**src/rtl/fence_sequencer.sv**
```systemverilog
// Sequences FENCE / FENCE.I / SFENCE.VMA / D$ flush operations from commit:
// drain the store buffer, optionally flush the D$, then pulse I$/TLB/pipeline flushes.
module fence_sequencer #(
    parameter bit          FLUSH_DCACHE_ON_FENCE = 1'b1,
    parameter int unsigned LAT_W                 = 16
) (
    input  logic             clk_i,
    input  logic             rst_i,
    input  logic             halt_i,
    input  logic             req_valid_i,
    input  logic [1:0]       req_type_i,
    output logic             req_ready_o,
    input  logic             no_st_pending_i,
    output logic             flush_dcache_o,
    input  logic             flush_dcache_ack_i,
    output logic             flush_icache_o,
    output logic             flush_tlb_o,
    output logic             flush_pipeline_o,
    output logic             done_o,
    output logic             busy_o,
    output logic [LAT_W-1:0] lat_o
);

    typedef enum logic [1:0] {StIdle, StDrain, StDflush, StFinish} state_e;

    localparam logic [1:0] TypeFence       = 2'b00;
    localparam logic [1:0] TypeFenceI      = 2'b01;
    localparam logic [1:0] TypeSfenceVma   = 2'b10;
    localparam logic [1:0] TypeDcacheFlush = 2'b11;

    localparam logic [LAT_W-1:0] LatMax = {LAT_W{1'b1}};

    state_e           state_q, state_d;
    logic [1:0]       type_q, type_d;
    logic [LAT_W-1:0] cnt_q, cnt_d;
    logic [LAT_W-1:0] lat_q, lat_d;
    logic             need_dflush;

    assign need_dflush = (type_q == TypeFenceI) | (type_q == TypeDcacheFlush) |
                         ((type_q == TypeFence) & FLUSH_DCACHE_ON_FENCE);

    always_ff @(posedge clk_i) begin
        if (rst_i) begin
            state_q <= StIdle;
            type_q  <= 2'b00;
            cnt_q   <= '0;
            lat_q   <= '0;
        end else begin
            state_q <= state_d;
            type_q  <= type_d;
            cnt_q   <= cnt_d;
            lat_q   <= lat_d;
        end
    end

    always_comb begin
        state_d          = state_q;
        type_d           = type_q;
        cnt_d            = cnt_q;
        lat_d            = lat_q;
        req_ready_o      = 1'b0;
        flush_dcache_o   = 1'b0;
        flush_icache_o   = 1'b0;
        flush_tlb_o      = 1'b0;
        flush_pipeline_o = 1'b0;
        done_o           = 1'b0;

        // Counter runs through every busy cycle; the accept cycle itself seeds it with 1.
        if (state_q != StIdle) begin
            cnt_d = (cnt_q == LatMax) ? cnt_q : cnt_q + 1'b1;
        end

        unique case (state_q)
            StIdle: begin
                req_ready_o = !halt_i;
                if (req_valid_i && !halt_i) begin
                    type_d  = req_type_i;
                    cnt_d   = {{(LAT_W-1){1'b0}}, 1'b1};
                    state_d = StDrain;
                end
            end
            StDrain: begin
                if (no_st_pending_i) begin
                    state_d = need_dflush ? StDflush : StFinish;
                end
            end
            StDflush: begin
                flush_dcache_o = 1'b1;
                if (flush_dcache_ack_i) begin
                    state_d = StFinish;
                end
            end
            StFinish: begin
                done_o           = 1'b1;
                flush_pipeline_o = 1'b1;
                flush_icache_o   = (type_q == TypeFenceI) | (type_q == TypeDcacheFlush);
                flush_tlb_o      = (type_q == TypeSfenceVma);
                lat_d            = cnt_q;
                state_d          = StIdle;
            end
        endcase
    end

    assign busy_o = (state_q != StIdle);
    assign lat_o  = lat_q;

endmodule

```
**config.mk**
```make
export PLATFORM = sky130hd
export DESIGN_NAME = fence_sequencer
export DESIGN_NICKNAME = d
export VERILOG_FILES = /design/src/rtl/fence_sequencer.sv
export SDC_FILE = /design/constraint.sdc
export NUM_CORES = 1
export LEC_CHECK = 0
export ABC_CLOCK_PERIOD_IN_PS = 2600
export BUFFER_PORTS_ARGS = -buffer_cell sky130_fd_sc_hd__buf_2
export CORE_ASPECT_RATIO = 0.6
export CORE_MARGIN = 3
export CORE_UTILIZATION = 50
export DETAILED_ROUTE_END_ITERATION = 8
export GPL_ROUTABILITY_DRIVEN = 0
export HOLD_SLACK_MARGIN = 0.02
export PLACE_DENSITY_LB_ADDON = 0.1
export SLEW_MARGIN = 20
export SYNTH_ARGS = -nofsm -noshare
export SYNTH_HDL_FRONTEND = slang
export SYNTH_SLANG_ARGS = --single-unit
```
**constraint.sdc**
```tcl
create_clock -name clk_i -period 2.6 [get_ports clk_i]
set_clock_uncertainty 0.1 [all_clocks]
set_input_delay 0.78 -clock clk_i [delete_from_list [all_inputs] [get_ports clk_i]]
set_output_delay 0.78 -clock clk_i [all_outputs]
set_load 0.05 [all_outputs]
```
**Word level (Yosys, flattened, before mapping)**

Index checks and enable logic that the tools add are counted.

- Add/sub/neg operators: 1
- Equal/unequal tests: 10
- Multiplexer cells: 14
- Bitwise gates (word level): 2
- Reduce and logical (&&, ||, !) cells: 7

Operators by type and width:

| operator | count |
|---|---|
| $mux W16 | 4 |
| $add A16 B1 Y16 const B | 1 |
| $eq A16 B16 Y1 const B | 1 |
| $eq A2 B2 Y1 const B | 4 |
| $pmux W2 S4 | 1 |
| $mux W1 | 6 |
| $mux W2 | 3 |
| $ne A2 B2 Y1 const B | 3 |
| $eq A2 B1 Y1 const B | 2 |
| $logic_not A2 Y1 | 2 |
| $reduce_and A3 Y1 | 1 |
| $or A1 B1 Y1 | 2 |
| $reduce_and A2 Y1 | 1 |
| $reduce_bool A2 Y1 | 1 |
| $logic_and A1 B1 Y1 | 1 |
| $logic_not A1 Y1 | 1 |

- Bits in registers: 36
- Bits of input ports: 8
- Output and inout port bits: 23

**Longest topological paths before layout**

- Depth after elaboration: 6
- Mapped depth: 9
- Mapped depth without buffers: 7

**Least setup slack after synthesis**

OpenSTA, ideal clock, no wires.

- Path kind: register to output
- From: register state_q[0]
- To: output flush_tlb_o
- Data arrival time: 2.133 ns
- Setup slack: -0.413 ns
- Stages on the path, launching flop included: 5
- Cell sequence: dfxtp_1 ha_1 clkbuf_1 buf_2 and3_1

- Longest elaborated chain between the ends: 2

RTL lines:

| item | line | text |
|---|---|---|
| start: declaration | 33 | `state_e state_q, state_d;` |
| start signal: assignment | 44 | `state_q <= StIdle;` |
| start signal: assignment | 49 | `state_q <= state_d;` |
| $eq A2 B2 Y1 | 73 | `unique case (state_q)` |
| $mux W1 | 73 |  |
| end: declaration | 17 | `output logic flush_tlb_o,` |

No other way between the ends.

**Worst setup path in the final report**

- From: register state_q[0]
- To: output busy_o

- Longest elaborated chain between the ends: 1

RTL lines:

| item | line | text |
|---|---|---|
| $reduce_bool A2 Y1 | 104 | `assign busy_o = (state_q != StIdle);` |
| end: declaration | 20 | `output logic busy_o,` |

No other way between the ends.

==> flow_summary.ini <==
[die]
ioPinCount = 31
dieHeight_um = 50.1
initial_core_util = 0.542
dieWidth_um = 79.4
fp.coreArea_mm2 = 0.00298
num_rows = 15
dieArea_mm2 = 0.00398

[worst_setup_path]
crit_chain = inv_1 -> ha_1 -> inv_1 -> buf_2
cp_slowest_cell = dfxtp_1
critPathMaxStageDelay_ns = 0.41
start_kind = register
crit_path_frequent_cell = inv_1
startpoint = state_q[0]
cp.required_ns = 1.72
crit_fanout = 7
worstPathArrival_ns = 1.53
r2r-start = state_q[0]
setup.worst_path.class = register to primary output
endpoint_kind = primary output

[logic_synthesis]
synth_common_cells = dfxtp_1 (36), nor2_1 (34), mux2i_1 (20)
async_reset_ff_frac = 0
synth-seq-cells = 36
ys_seq_area_frac = 0.445
syn_inst = 180
avgSynthCellArea_um2 = 8.99
synth_fp_nets = 193
synth-edff-count = 0
ys.flop_type = dfxtp_1
synth_area_mm2 = 0.00162
synth_cell_type_count = 34
yosysTopAreaCell = dfxtp_1
yosysWarnings = 0
synth_top_area_frac = 0.445
netlist_top_cells_area = dfxtp_1 (45%), mux2i_1 (12%), nor2_1 (7.9%)
yosysMostFrequentCell = dfxtp_1

[power]
peakVddDrop_mv = 0.429
power_uw = 1460
p_leak_uw = 0.000790
power_density_mw_per_mm2 = 765

[placed_design]
placed_cells = 247
hpwlAfterDp_mm = 2.60
pre_cts_ws_ns = 0.417
numPortBuffers = 30

[cts]
cts_resized = 0
worstSkewPairLatency_ns = 0.28
cts_setup_buffers = 0
holdBufCountCts = 0
cts_tree = done
clk_pin_slew_ns = 0.07
htreeDepth = 2
clockBufferDepth = 2
cts_buffers = 5
cts_sinks = 36
cts_root_buf = clkbuf_8

[detailed_routing]
final_antenna_net_count = 0
drtPass1Iterations = 4
post_drt_wl_per_cell_um = 14.2
routed_via_density = 5.46
vias = 1386
dr.first_iter.drc_count = 100
drc = 0
wl_mm = 3.60

[sta]
fin_tns_setup_ns = 0
hold_viol = 0
drv_slew = 0
max_slew.worst_pin.slew_ns = 0.582
setup_viol = 0
rsz0062_at_grt = no
period_minus_slack_ns = 2.41
slew_headroom = 0.609
max_freq_mhz = 414
post-route-period-util = 0.929
timing.final.ws_setup_ns = 0.185

[cells_and_area]
area_growth_syn_to_layout_pct = 18.3
register_area_um2 = 721
final_nets = 225
fin_cells = 254
drive_gt1_frac = 0.226
antennaDiodeCount = 0
multiInputGateArea_um2 = 833
post-route-util = 0.641
nFillCells = 247

[global_routing]
grtUsageTotal = 0.199
grt_antenna_before_repair = 0
grt_max_degree = 25
grt_overflow_total = 0
grt_pass1_wl_mm = 6.05
grt_pass1_vias = 1280

[min_path]
hp-start = lat_o[6]
hp-class = register to register

[job]
max_cap_viol_count = 0

[status]
status = completed
-- flip-flops by register name, summed over array words and instances (netlist names) --
signal   count
cnt_q       16
lat_o       16
state_q      2
type_q       2
-- report_power, final --
group / switching [µW] / internal (µW) / total, µW
combinational: 290 / 134 / 424
sequential: 37.5 / 581 / 618
clock: 184 / 236 / 420
total: 512 / 951 / 1460
-- routing by layer --
metal	GRT usage	wire, µm	part of all wire
met5	0	0	0
met4	0.0714	34	0.0094
met3	0.0566	215	0.060
met2	0.306	1570	0.43
met1	0.265	1790	0.50
-- cells by family after synthesis --
logic type	Yosys count	share of synthesized area
AND/OR/NAND/NOR	72	0.221
XOR/XNOR	10	0.0541
flip-flops	36	0.445
AO/OA/AOI/OAI	20	0.0727
adder cells (fa/ha/maj)	5	0.0387
multiplexers	20	0.124
buffers and inverters	17	0.0441
-- final timing paths --
path	end	cells past startpoint	slack, ns
max	busy_o	4	0.19
min	lat_o[6]	2	0.39
max reg2reg	cnt_q[9]	8	0.39
min reg2reg	lat_o[6]	2	0.39
-- final cells by class --
| cell class | instances | share of cell area |
|---|---|---|
| Multi-Input combinational cell | 127 | 0.436 |
| Sequential cell | 36 | 0.377 |
| Timing Repair Buffer | 34 | 0.0942 |
| Clock buffer | 7 | 0.0504 |
| Tap cell | 42 | 0.0275 |
| Inverter | 8 | 0.0157 |
-- through the flow --
| step | hold slack [ns] | area (µm²) |
|---|---|---|
| final | 0.389 | 1910 |
| after global routing | 0.417 | 1910 |
| after CTS | 0.393 | 1910 |
| after detailed placement | 0.374 | 1820 |
| after global placement | 0.367 | 1820 |
| after floorplan | 0.361 | 1630 |
-- critical path, delay by kind of cell, from the launching register on --
kind,cells,cell delay (ns)
buffers and inverters,3,0.64
adder cells (fa/ha/maj),1,0.21
flip-flops,1,0.41
-- cell usage in the layout (no fill, tap or decap), types with 2 or more instances in the layout --
cell type and n:
buf_4 4, buf_2 30, xor2_1 6, o21ai_0 6, and2_1 2, inv_1 8, nand2_1 7, dfxtp_1 36
a31oi_1 4, nor4_1 2, a21oi_1 6, nor3_1 3, xnor2_1 4, nor2_1 33, nand4_1 6, nand3_1 6
ha_1 4, clkbuf_8 7, mux2i_1 20
Note: power is estimated with default switching activity, not from simulation.
